File: src/rtl/uart_pkg.sv
// Shared UART definitions: receiver state encoding, oversampling constants and
// the baud divider helper used by both receive and transmit sides.
package uart_pkg;

  typedef enum logic [2:0] {
    ST_IDLE  = 3'd0,
    ST_START = 3'd1,
    ST_DATA  = 3'd2,
    ST_STOP  = 3'd3,
    ST_BREAK = 3'd4
  } rx_state_e;

  localparam int OVERSAMPLE = 16;
  localparam int SAMPLE_LO  = 7;
  localparam int SAMPLE_HI  = 9;
  localparam int DATA_BITS  = 8;

  // Clocks per sample tick; the result must be at least 2.
  function automatic int calc_tick_div(input int clk_freq, input int baud,
                                       input int os = OVERSAMPLE);
    return clk_freq / (baud * os);
  endfunction

endpackage

File: src/rtl/uart_tick_gen.sv
// Free-running sample-tick divider: pulses tick_o on the terminal count and
// restarts from zero whenever clear_i is asserted.
module uart_tick_gen #(
  parameter int DIV = 10
) (
  input  logic clk_i,
  input  logic rst_i,
  input  logic clear_i,
  output logic tick_o
);

  localparam int CW = (DIV > 2) ? $clog2(DIV) : 1;
  localparam logic [CW-1:0] LAST = CW'(DIV - 1);

  logic [CW-1:0] cnt_q, cnt_d;

  assign tick_o = (cnt_q == LAST);

  always_comb begin
    cnt_d = cnt_q + CW'(1);
    if (clear_i || tick_o) cnt_d = '0;
  end

  always_ff @(posedge clk_i) begin
    if (rst_i) cnt_q <= '0;
    else       cnt_q <= cnt_d;
  end

endmodule

File: src/rtl/uart_rx_frame.sv
// 8N1 UART receiver: 16x oversampled, 3-sample majority vote per bit, framing
// error detection with a break-recovery state so a stuck-low line stays quiet.
module uart_rx_frame #(
  parameter int CLK_FREQ   = 50000000,
  parameter int BAUD       = 9600,
  parameter int OVERSAMPLE = 16
) (
  input  logic       clk,
  input  logic       reset,
  input  logic       rxd,
  output logic [7:0] data,
  output logic       rxdDataReady,
  output logic       frameError,
  output logic       rxdBusy
);

  import uart_pkg::*;

  localparam int TICK_DIV = calc_tick_div(CLK_FREQ, BAUD, OVERSAMPLE);
  localparam logic [3:0] TIDX_LAST = 4'(OVERSAMPLE - 1);

  rx_state_e      state_q, state_d;
  logic [1:0]     sync_q;
  logic [3:0]     tidx_q, tidx_d;
  logic [2:0]     bidx_q, bidx_d;
  logic [1:0]     samp_q, samp_d;
  logic [7:0]     shreg_q, shreg_d;
  logic [7:0]     data_q, data_d;
  logic           ready_q, ready_d;
  logic           ferr_q, ferr_d;
  logic           rs, tick, tick_clr, maj, mid, wrap;

  uart_tick_gen #(.DIV(TICK_DIV)) u_tick (
    .clk_i   (clk),
    .rst_i   (reset),
    .clear_i (tick_clr),
    .tick_o  (tick)
  );

  assign rs   = sync_q[1];
  // Third vote is the live sample taken at the deciding tick.
  assign maj  = (samp_q[0] & samp_q[1]) | (samp_q[0] & rs) | (samp_q[1] & rs);
  assign mid  = tick && (tidx_q == 4'(SAMPLE_HI));
  assign wrap = tick && (tidx_q == TIDX_LAST);

  always_comb begin
    state_d  = state_q;
    tidx_d   = tidx_q;
    bidx_d   = bidx_q;
    samp_d   = samp_q;
    shreg_d  = shreg_q;
    data_d   = data_q;
    ready_d  = 1'b0;
    ferr_d   = 1'b0;
    tick_clr = 1'b0;

    if (tick && state_q != ST_IDLE) begin
      tidx_d = tidx_q + 4'd1;
      if (tidx_q == 4'(SAMPLE_LO))     samp_d[0] = rs;
      if (tidx_q == 4'(SAMPLE_LO + 1)) samp_d[1] = rs;
    end

    case (state_q)
      ST_IDLE: begin
        if (!rs) begin
          state_d  = ST_START;
          tidx_d   = '0;
          tick_clr = 1'b1;
        end
      end
      ST_START: begin
        if (mid && maj) begin
          state_d = ST_IDLE;
        end else if (wrap) begin
          state_d = ST_DATA;
          bidx_d  = '0;
        end
      end
      ST_DATA: begin
        if (mid) shreg_d[bidx_q] = maj;
        if (wrap) begin
          if (bidx_q == 3'(DATA_BITS - 1)) state_d = ST_STOP;
          else                             bidx_d  = bidx_q + 3'd1;
        end
      end
      ST_STOP: begin
        // Leave at mid-stop so a back-to-back start edge is not missed.
        if (mid) begin
          if (maj) begin
            data_d  = shreg_q;
            ready_d = 1'b1;
            state_d = ST_IDLE;
          end else begin
            ferr_d  = 1'b1;
            state_d = ST_BREAK;
            tidx_d  = '0;
          end
        end
      end
      ST_BREAK: begin
        // tidx counts consecutive high ticks; any low cycle restarts it.
        if (!rs)       tidx_d  = '0;
        else if (wrap) state_d = ST_IDLE;
      end
      default: state_d = ST_IDLE;
    endcase
  end

  always_ff @(posedge clk) begin
    if (reset) begin
      sync_q  <= 2'b11;
      state_q <= ST_IDLE;
      tidx_q  <= '0;
      bidx_q  <= '0;
      samp_q  <= '0;
      shreg_q <= '0;
      data_q  <= '0;
      ready_q <= 1'b0;
      ferr_q  <= 1'b0;
    end else begin
      sync_q  <= {sync_q[0], rxd};
      state_q <= state_d;
      tidx_q  <= tidx_d;
      bidx_q  <= bidx_d;
      samp_q  <= samp_d;
      shreg_q <= shreg_d;
      data_q  <= data_d;
      ready_q <= ready_d;
      ferr_q  <= ferr_d;
    end
  end

  assign data         = data_q;
  assign rxdDataReady = ready_q;
  assign frameError   = ferr_q;
  assign rxdBusy      = (state_q != ST_IDLE);

endmodule

File: config.mk
export PLATFORM = sky130hd
export DESIGN_NAME = uart_rx_frame
export DESIGN_NICKNAME = d
export VERILOG_FILES = /design/src/rtl/uart_pkg.sv /design/src/rtl/uart_tick_gen.sv /design/src/rtl/uart_rx_frame.sv
export SDC_FILE = /design/constraint.sdc
export NUM_CORES = 1
export LEC_CHECK = 0
export CAP_MARGIN = 20
export CORE_MARGIN = 2
export CORE_UTILIZATION = 55
export CTS_CLUSTER_DIAMETER = 200
export DETAILED_ROUTE_END_ITERATION = 6
export GPL_TIMING_DRIVEN = 0
export PLACE_DENSITY = 0.75
export REMOVE_ABC_BUFFERS = 1
export SLEW_MARGIN = 5
export SYNTH_ARGS = -nofsm -noshare
export SYNTH_HDL_FRONTEND = slang
export SYNTH_HIERARCHICAL = 1
export SYNTH_SLANG_ARGS = --single-unit
export TNS_END_PERCENT = 5
File: constraint.sdc
create_clock -name clk -period 2.85 [get_ports clk]
set_input_delay 0.285 -clock clk [delete_from_list [all_inputs] [get_ports clk]]
set_output_delay 0.285 -clock clk [all_outputs]
set_load 0.03 [all_outputs]
Yosys cells after proc, flatten, opt, wreduce, memory -nomap -nowiden

Cells that the tools add are included.

Logic and storage cells: 87
Register bits: 41
Output and inout bits: 11

Bitwise operators: 7
Mux-type cells: 26
Add/subtract/negate cells: 3
Magnitude comparators: 2
Equal/unequal tests: 20
Reduce and logical (&&, ||, !) cells: 18

Operators by type and width:

| kind                                                        | count |
|---|---|
| 2-to-1 mux 3 bit                                            | 12 |
| inequality test 2 bit (second input constant)               | 9 |
| 2-to-1 mux 4 bit                                            | 4 |
| one-hot mux 3 bit (5 select lines)                          | 1 |
| == test 4 bit (second input constant)                       | 3 |
| adder 9 x 1 -> 9 bit (second input constant)                | 1 |
| == test 9 bit (second input constant)                       | 1 |
| bitwise mux 8 bit                                           | 1 |
| one-hot mux 4 bit (2 select lines)                          | 1 |
| AND reduction 7 bit                                         | 1 |
| == test 3 x 2 -> 1 bit (second input constant)              | 2 |
| == test 3 bit (second input constant)                       | 2 |
| one-hot mux 3 bit (2 select lines)                          | 1 |
| AND reduction 2 bit                                         | 3 |
| logical AND 1 bit                                           | 5 |
| 2-to-1 mux 1 bit                                            | 5 |
| AND reduction 5 bit                                         | 1 |
| adder 4 x 1 -> 4 bit (second input constant)                | 1 |
| == test 4 x 3 -> 1 bit (second input constant)              | 1 |
| less-than comparator 3 x 4 -> 1 bit (second input constant) | 1 |
| OR reduction 2 bit                                          | 2 |
| adder 3 x 1 -> 3 bit (second input constant)                | 1 |
| bitwise AND 1 bit                                           | 3 |
| demux 1 bit (select 3 bit)                                  | 1 |
| other kinds (11)                                            | 13 |

Logic depth before layout (Yosys ltp)

Gate-level depths: netlist of run 1.

Depth after elaboration: 6
Mapped depth: 10
Mapped depth without buffers: 8

Cells and area by module

Netlist of run 1, hierarchy kept.

Modules (own cells, without submodules):

| module        | cells each | times used | sequential area each (um^2) | area an instance (um^2) |
|---|---|---|---|---|
| uart_rx_frame | 167        | 1          | 640.6                       | 1,546.5 |
| uart_tick_gen | 46         | 1          | 180.2                       | 416.6 |

Worst setup path after synthesis of run 1

Ideal clock, no wire load.

Kind: reg-to-reg
From: reg u_tick.cnt_q[0]
To: reg shreg_q[2]
Clock period less this slack: 2.180 ns
Arrival: 2.108 ns
Setup slack: 0.670 ns
Cell stages (with the launch flop): 10
Path buffers: 1
Path through: dfxtp_1 > inv_1 > ha_1 > nand2_1 > nor4_1 > and4b_1 > clkbuf_1 > nand3b_1 > nor3b_1 > mux2i_1

Cells in the longest elaborated chain, start to end: 3

Ends and longest elaborated chain:

| item                          | RTL line             | RTL |
|---|---|---|
| start: declaration            | uart_tick_gen.sv:15  | `logic [CW-1:0] cnt_q, cnt_d;` |
| start signal: assignment      | uart_tick_gen.sv:26  | `else cnt_q <= cnt_d;` |
| == test 9 bit                 | uart_tick_gen.sv:17  | `assign tick_o = (cnt_q == LAST);` |
| named net tick                | uart_rx_frame.sv:31  | `logic rs, tick, tick_clr, maj, mid, wrap;` |
| logical AND 1 bit             | uart_rx_frame.sv:43  | `assign mid = tick && (tidx_q == 4'(SAMPLE_HI));` |
| AND reduction 2 bit (no line) | n/a                  |  |
| end signal: assignment        | uart_rx_frame.sv:126 | `shreg_q <= shreg_d;` |
| end: declaration              | uart_rx_frame.sv:27  | `logic [7:0] shreg_q, shreg_d;` |

The timed path passes the listed nets, and every way through them passes these cells.
A chain may end at the register's enable or synchronous reset.

Worst setup path after layout of run 1

Same ends and word-level chain as after synthesis.

==> results of run 1 <==
## final cells by class
cell class	count	area (um2)	share of cell area, %
inverter	7	26.28	1.199
timing repair buffer	15	145.1	6.625
tap	46	57.56	2.627
multi-input combinational	151	1052	48.03
clock buffer	6	51.30	2.342
clock inverter	2	37.54	1.713
sequential	41	820.8	37.46
## Yosys cell counts (5+ instances only)
library cell	number	share of area, %
ha_1	8	5.1
a21oi_1	8	2.0
o21ai_0	9	2.3
clkbuf_1	7	1.3
nand3_1	6	1.5
inv_1	7	1.3
mux2i_1	17	8.7
or3_1	7	2.2
dfxtp_1	41	42
nand2b_1	8	2.5
nor2_1	26	5.0
buf_2	5	1.3
nand2_1	11	2.1
## report_power, final
| group | total (uW) | switching, uW | internal (uW) | leakage, uW |
|---|---|---|---|---|
| Clock | 403 | 194 | 208 | 0.0000445 |
| Combinational | 39.7 | 22.0 | 17.7 | 0.000457 |
| Sequential | 587 | 7.83 | 579 | 0.000331 |
## logic make-up after synthesis
logic type | Yosys count | synth area share [%]
multiplexers | 17 | 8.668
AND/OR/NAND/NOR | 87 | 24.73
AO/OA/AOI/OAI | 32 | 11.60
adder cells (fa/ha/maj) | 9 | 5.609
XOR/XNOR | 6 | 2.677
buffers and inverters | 21 | 4.908
flip-flops | 41 | 41.81
## final timing paths
check,from,end,slack (ps),cells after the start
hold / removal,sync_q[0],sync_q[1],430,1
setup / recovery,u_tick/cnt_q[0],shreg_q[2],480,8
hold reg to reg,sync_q[0],sync_q[1],430,1
setup reg to reg,u_tick/cnt_q[0],shreg_q[2],480,8
## sequential cells by signal, indices dropped and copies added (netlist names), 2 cells and up
signal,flops
u_tick/cnt_q,9
data,8
shreg_q,8
tidx_q,4
bidx_q,3
state_q,3
samp_q,2
sync_q,2
## metal layers
layer  vias up  wire length [um]
met5         -                 0
met4         0                63
met3         7               113
met2        19              1675
met1       691              1651
li1        767                 -
## through the flow
stage               worst slack (ps)  util, %
floorplan                      581.1        -
global placement               109.5    61.39
detailed placement             4.580    61.39
CTS                            166.4    64.19
global route                   226.7    64.64
finish                         482.7    64.64
## worst reg2reg max path: cells and delay by family (launching register included)
family                   cells  cell delay [ps]
multiplexers                 1              210
buffers and inverters        1               60
AND/OR/NAND/NOR              5             1520
flip-flops                   1              360
adder cells (fa/ha/maj)      1              140
## timing repair
item / in CTS / in global routing
pin swaps: 0 / 1
setup buffers: 0 / 2
endpoints found under the setup margin: 4 / 8
resized for setup: 1 / 0
==> flow_summary_export.csv, run 1 <==
group,metric,value,unit
critical_path,criticalPathCategory,"flip-flop to flip-flop",
detailed_routing,wl_per_cell,13.07,um
clock_network,ctsHoldBuffers,0,
critical_path,cp_num_buf_inv,1,
finish,nFillCells,280,
timing,fmax,422.4,MHz
critical_path,max_stage_delay,490,ps
synthesis,synthArstFlopShare,0,%
timing,slew_viol_final,0,
detailed_routing,ant_nets,0,
finish,post-route-cell-area,2191,um2
critical_path,cp.arrival,2660,ps
die,core,3390,um2
finish,syn_to_final_growth,11.60,%
critical_path,crit_chain,"inv_1 > ha_1 > nand2_1 > nor4_2 > and4b_1 > nand3b_1 > nor3b_1 > mux2i_1",
global_routing,grtUsageMet2,32.63,%
detailed_routing,firstDrtPassIters,4,
die,io_pins,14,
synthesis,syn_area,1963,um2
timing,rsz0062_at_grt,"no",
pwr,power,1029,uW
timing,worst_pin_slew,973.0,ps
run,timing.max_cap.violations,0,
global_routing,met3_usage,5.810,%
clock_network,cts-root-buf,"clkbuf_4",
placement,gp_congestion,0.8040,
pwr,vdd_drop_max,320.3,uV
synthesis,synth_edf_count,0,
finish,final_common_cell,"dfxtp_1",
synthesis,yosys_warnings,6,
placement,io_buffers,13,
global_routing,grt_pass1_vias,1433,
clock_network,ctsLongestPathBuffers,2,
timing,fin_crit,2367,ps
synthesis,avgSynthCellArea,9.217,um2
detailed_routing,via_per_inst,5.537,
clock_network,clk_pin_slew_worst_paths,120,ps
synthesis,yosysSeqAreaShare,41.81,%
global_routing,grt_max_degree,33,
timing,setup-tns-final,0,ps
global_routing,busiest_layer,"met2",
critical_path,cp_top_family,"simple AND/OR/NAND/NOR gates",
die,rows,21,
run_status,status,"completed",
timing,finalHoldViolCount,0,
clock_network,insertion_delay,360,ps
global_routing,grt_usage,19.72,%
timing,min_period_over_period,83.06,%
critical_path,required,3140,ps
finish,stdcell_count,268,
timing,max_slew_margin,34.93,%
clock_network,cts_sinks,41,
timing,finalClockSkew,9.931,ps
finish,diodes,0,
finish,final_nets,232,
global_routing,overflow,0,
synthesis,synthCells,213,
clock_network,cts_tree,"done",
hold_path,hold_path_class,"flip-flop to flip-flop",
die,die_area,4063,um2
finish,drive_gt1_share,7.658,%
die,die_h,63.75,um
critical_path,critPathSlowestCell,"nor4_2",
placement,post-place-cells,258,
synthesis,ys_types,43,
clock_network,cts-buffers-inserted,5,
detailed_routing,drc,0,
global_routing,antenna_found_initial,0,
timing,whs,426.2,ps
placement,dp_hpwl,2449,um
pwr,p_leak,0.0008328,uW
critical_path,endpoint_kind,"flip-flop",
pwr,p_per_area,469.7,nW/um2
die,initial_utilization,57.92,%
critical_path,path_max_fanout,7,
finish,final_cell_mix,"41 x dfxtp_1, 26 x nor2_1, 17 x mux2i_1, 13 x clkdlybuf4s50_1, 11 x nand2_1",
timing,setup_viol,0,
placement,placed_cell_area,2081,um2
critical_path,startpoint_type,"flip-flop",
synthesis,ys.flop_type,"dfxtp_1",
clock_network,htreeDepth,2,
detailed_routing,vias,1484,
global_routing,grt_pass1_wl,6251,um
detailed_routing,drt-initial-drc-count,83,
global_routing,use_met1,23.71,%
die,die_w,63.75,um
detailed_routing,drt-total-wl,3504,um
synthesis,synth_seq_cells,41,
No activity file was read; power rests on OpenSTA's default activity.
==> run 2, diff against run 1 <==
--- a/config.mk
+++ b/config.mk
@@ -7,7 +7,7 @@
 export LEC_CHECK = 0
 export CAP_MARGIN = 20
 export CORE_MARGIN = 2
-export CORE_UTILIZATION = 55
+export CORE_UTILIZATION = 52
 export CTS_CLUSTER_DIAMETER = 200
 export DETAILED_ROUTE_END_ITERATION = 6
 export GPL_TIMING_DRIVEN = 0
==> constraint.sdc (replaced) <==
create_clock -name clk -period 2.1 [get_ports clk]
set_input_delay 0.21 -clock clk [delete_from_list [all_inputs] [get_ports clk]]
set_output_delay 0.21 -clock clk [all_outputs]
set_load 0.03 [all_outputs]
==> run 2 against run 1 <==
  * Via count grew 2.2%
  * Routed wire length down 1.6%
  * Sequential power is 36% higher
  * Clock skew shrank 3.2 ps
  * Combinational power increased by 81%
  * Clock power is 88% higher
  * First-iteration DRC count down 29%
  * Sequential share of layout area shrank 2.3 points
  * Die area grew 5.4%
  * Count of clock-buffer cells in the layout fell by 1
  * Global-route usage decreased by 1.2 points
  * Final cell count increased by 2.2%
  * Largest power group unchanged
  * Highest routed layer unchanged
==> flow_summary_export.csv, run 2 (synthesis gave the netlist of run 1 again) <==
group,metric,value,unit
run_status,status,"completed",
detailed_routing,via_per_inst,5.536,
finish,final_cell_mix,"35 x dfxtp_1, 26 x nor2_1, 17 x mux2i_1, 13 x clkdlybuf4s50_1, 10 x nand2_1",
clock_network,ctsHoldBuffers,0,
finish,drive_gt1_share,16.37,%
finish,final_nets,236,
placement,pre_cts_slack,-784.4,ps
critical_path,cp_top_family,"buffers and inverters",
placement,gp_congestion,0.8107,
die,io_pins,14,
critical_path,cp.arrival,1800,ps
timing,slew_viol_final,0,
critical_path,max_stage_delay,630,ps
clock_network,clk_pin_slew_worst_paths,80,ps
global_routing,grt_pass1_wl,6196,um
timing,fmax,497.2,MHz
critical_path,r2r_cells,8,
pwr,vdd_drop_max,607.2,uV
timing,finalClockSkew,6.740,ps
critical_path,endpoint_kind,"output port",
critical_path,reg2reg_to,"shreg_q[2]",
placement,post-place-cells,260,
global_routing,grt_max_degree,33,
clock_network,cts-root-buf,"clkbuf_8",
hold_path,hold_end,"sync_q[1]",
run,timing.max_cap.violations,0,
pwr,p_per_area,686.4,nW/um2
hold_path,hold_depth,1,
placement,io_buffers,13,
clock_network,ctsLongestPathBuffers,2,
timing,rsz0062_at_grt,"yes",
timing,worst_pin_slew,499.8,ps
die,die_w,65.45,um
critical_path,startpoint_type,"flip-flop",
die,die_h,65.45,um
clock_network,insertion_delay,290,ps
pwr,power,1627,uW
critical_path,crit_chain,"or3_1 > clkdlybuf4s50_1",
critical_path,path_max_fanout,11,
timing,whs,412.4,ps
finish,stdcell_count,274,
timing,finalWorstSetupSlack,88.63,ps
die,core,3633,um2
timing,max_slew_margin,66.26,%
global_routing,grt_pass1_vias,1416,
critical_path,cp_num_buf_inv,1,
detailed_routing,vias,1517,
timing,min_period_over_period,95.78,%
detailed_routing,drc,0,
detailed_routing,drt-total-wl,3449,um
die,rows,22,
clock_network,htreeDepth,2,
finish,largest_reg_flops,9,
global_routing,antenna_found_initial,0,
global_routing,overflow,0,
detailed_routing,firstDrtPassIters,4,
hold_path,hold_path_class,"flip-flop to flip-flop",
critical_path,required,1890,ps
timing,setup_viol,0,
hold_path,holdCritStartpoint,"sync_q[0]",
finish,syn_to_final_growth,20.71,%
global_routing,grt_usage,18.52,%
finish,final_common_cell,"dfxtp_1",
critical_path,criticalPathCategory,"flip-flop to output port",
clock_network,cts-buffers-inserted,5,
clock_network,cts_sinks,41,
detailed_routing,wl_per_cell,12.59,um
clock_network,cts_tree,"done",
die,die_area,4283,um2
timing,fin_crit,2011,ps
critical_path,critPathSlowestCell,"clkdlybuf4s50_1",
die,initial_utilization,54.03,%
detailed_routing,drt-initial-drc-count,59,
finish,diodes,0,
critical_path,rrSetupSlack,110,ps
pwr,p_leak,0.0009032,uW
timing,setup-tns-final,0,ps
placement,dp_hpwl,2324,um
finish,regMostFlops,"u_tick/cnt_q",
critical_path,rr_startpoint,"u_tick/cnt_q[0]",
timing,finalHoldViolCount,0,
detailed_routing,ant_nets,0,
[run 2: cell count changes in the layout (fill, tap and decap cells not counted), sizes merged]
cell,before,now
buf,2,6
bufinv,1,2
clkbuf,6,5
clkinvlp,1,0
inv,7,8
[run 2: timing repair]
action,4_1_cts,5_1_grt
endpoints found under the setup margin,29,12
gates resized for setup,4,19
setup buffers,2,3
pin swaps,2,5
[run 2: worst max path at each step]
stage,start,depth (start not counted),to,slack (ps)
2_1_floorplan,u_tick/cnt_q[0],8,data[0],-170
3_3_place_gp,u_tick/cnt_q[0],8,data[2],-760
3_5_place_dp,u_tick/cnt_q[0],8,data[0],-780
4_1_cts,state_q[1],2,rxdBusy,3
5_1_grt,u_tick/cnt_q[0],8,shreg_q[2],-50
6_report,state_q[0],2,rxdBusy,90
[run 2: area by class of cell]
type                    instances  area (um2)
clock inverters                 3       68.82
flip-flops and latches         41       833.3
multi-input cells             151        1115
clock buffers                   5       68.82
fillers                       319        1264
inverters                       7       28.78
repair buffers                 19       195.2
well taps                      48       60.06
[run 2: worst reg2reg max path, stage by stage (launching register included)]
cell and delay, ps:
dfxtp_4 370, inv_4 50, ha_4 120, nand2_4 50
nor4_4 280, and4b_2 350, nand3b_1 220, nor3b_2 240
mux2i_1 230
[run 2: layer usage]
layer | track usage [%] | part of all wire, % | wire [um]
met5 | 0 | 0 | 0
met2 | 32.02 | 51 | 1757
met4 | 6.510 | 1.1 | 37
met3 | 4.623 | 2.7 | 92
met1 | 22.29 | 45 | 1561
[run 2: where the power goes]
part | internal [uW] | switching (uW) | leakage, uW | total (uW)
Clock | 479 | 280 | 0.0000687 | 758
Combinational | 35.9 | 36.1 | 0.000500 | 72.0
Sequential | 785 | 11.4 | 0.000334 | 796
Total | 1300 | 327 | 0.000903 | 1630
[run 2: metrics by stage]
stage	util, %	cell area (um2)
after floorplan	-	1893
after global placement	57.33	2083
after detailed placement	57.33	2083
after CTS	62.43	2268
after global routing	65.22	2370
final	65.22	2370
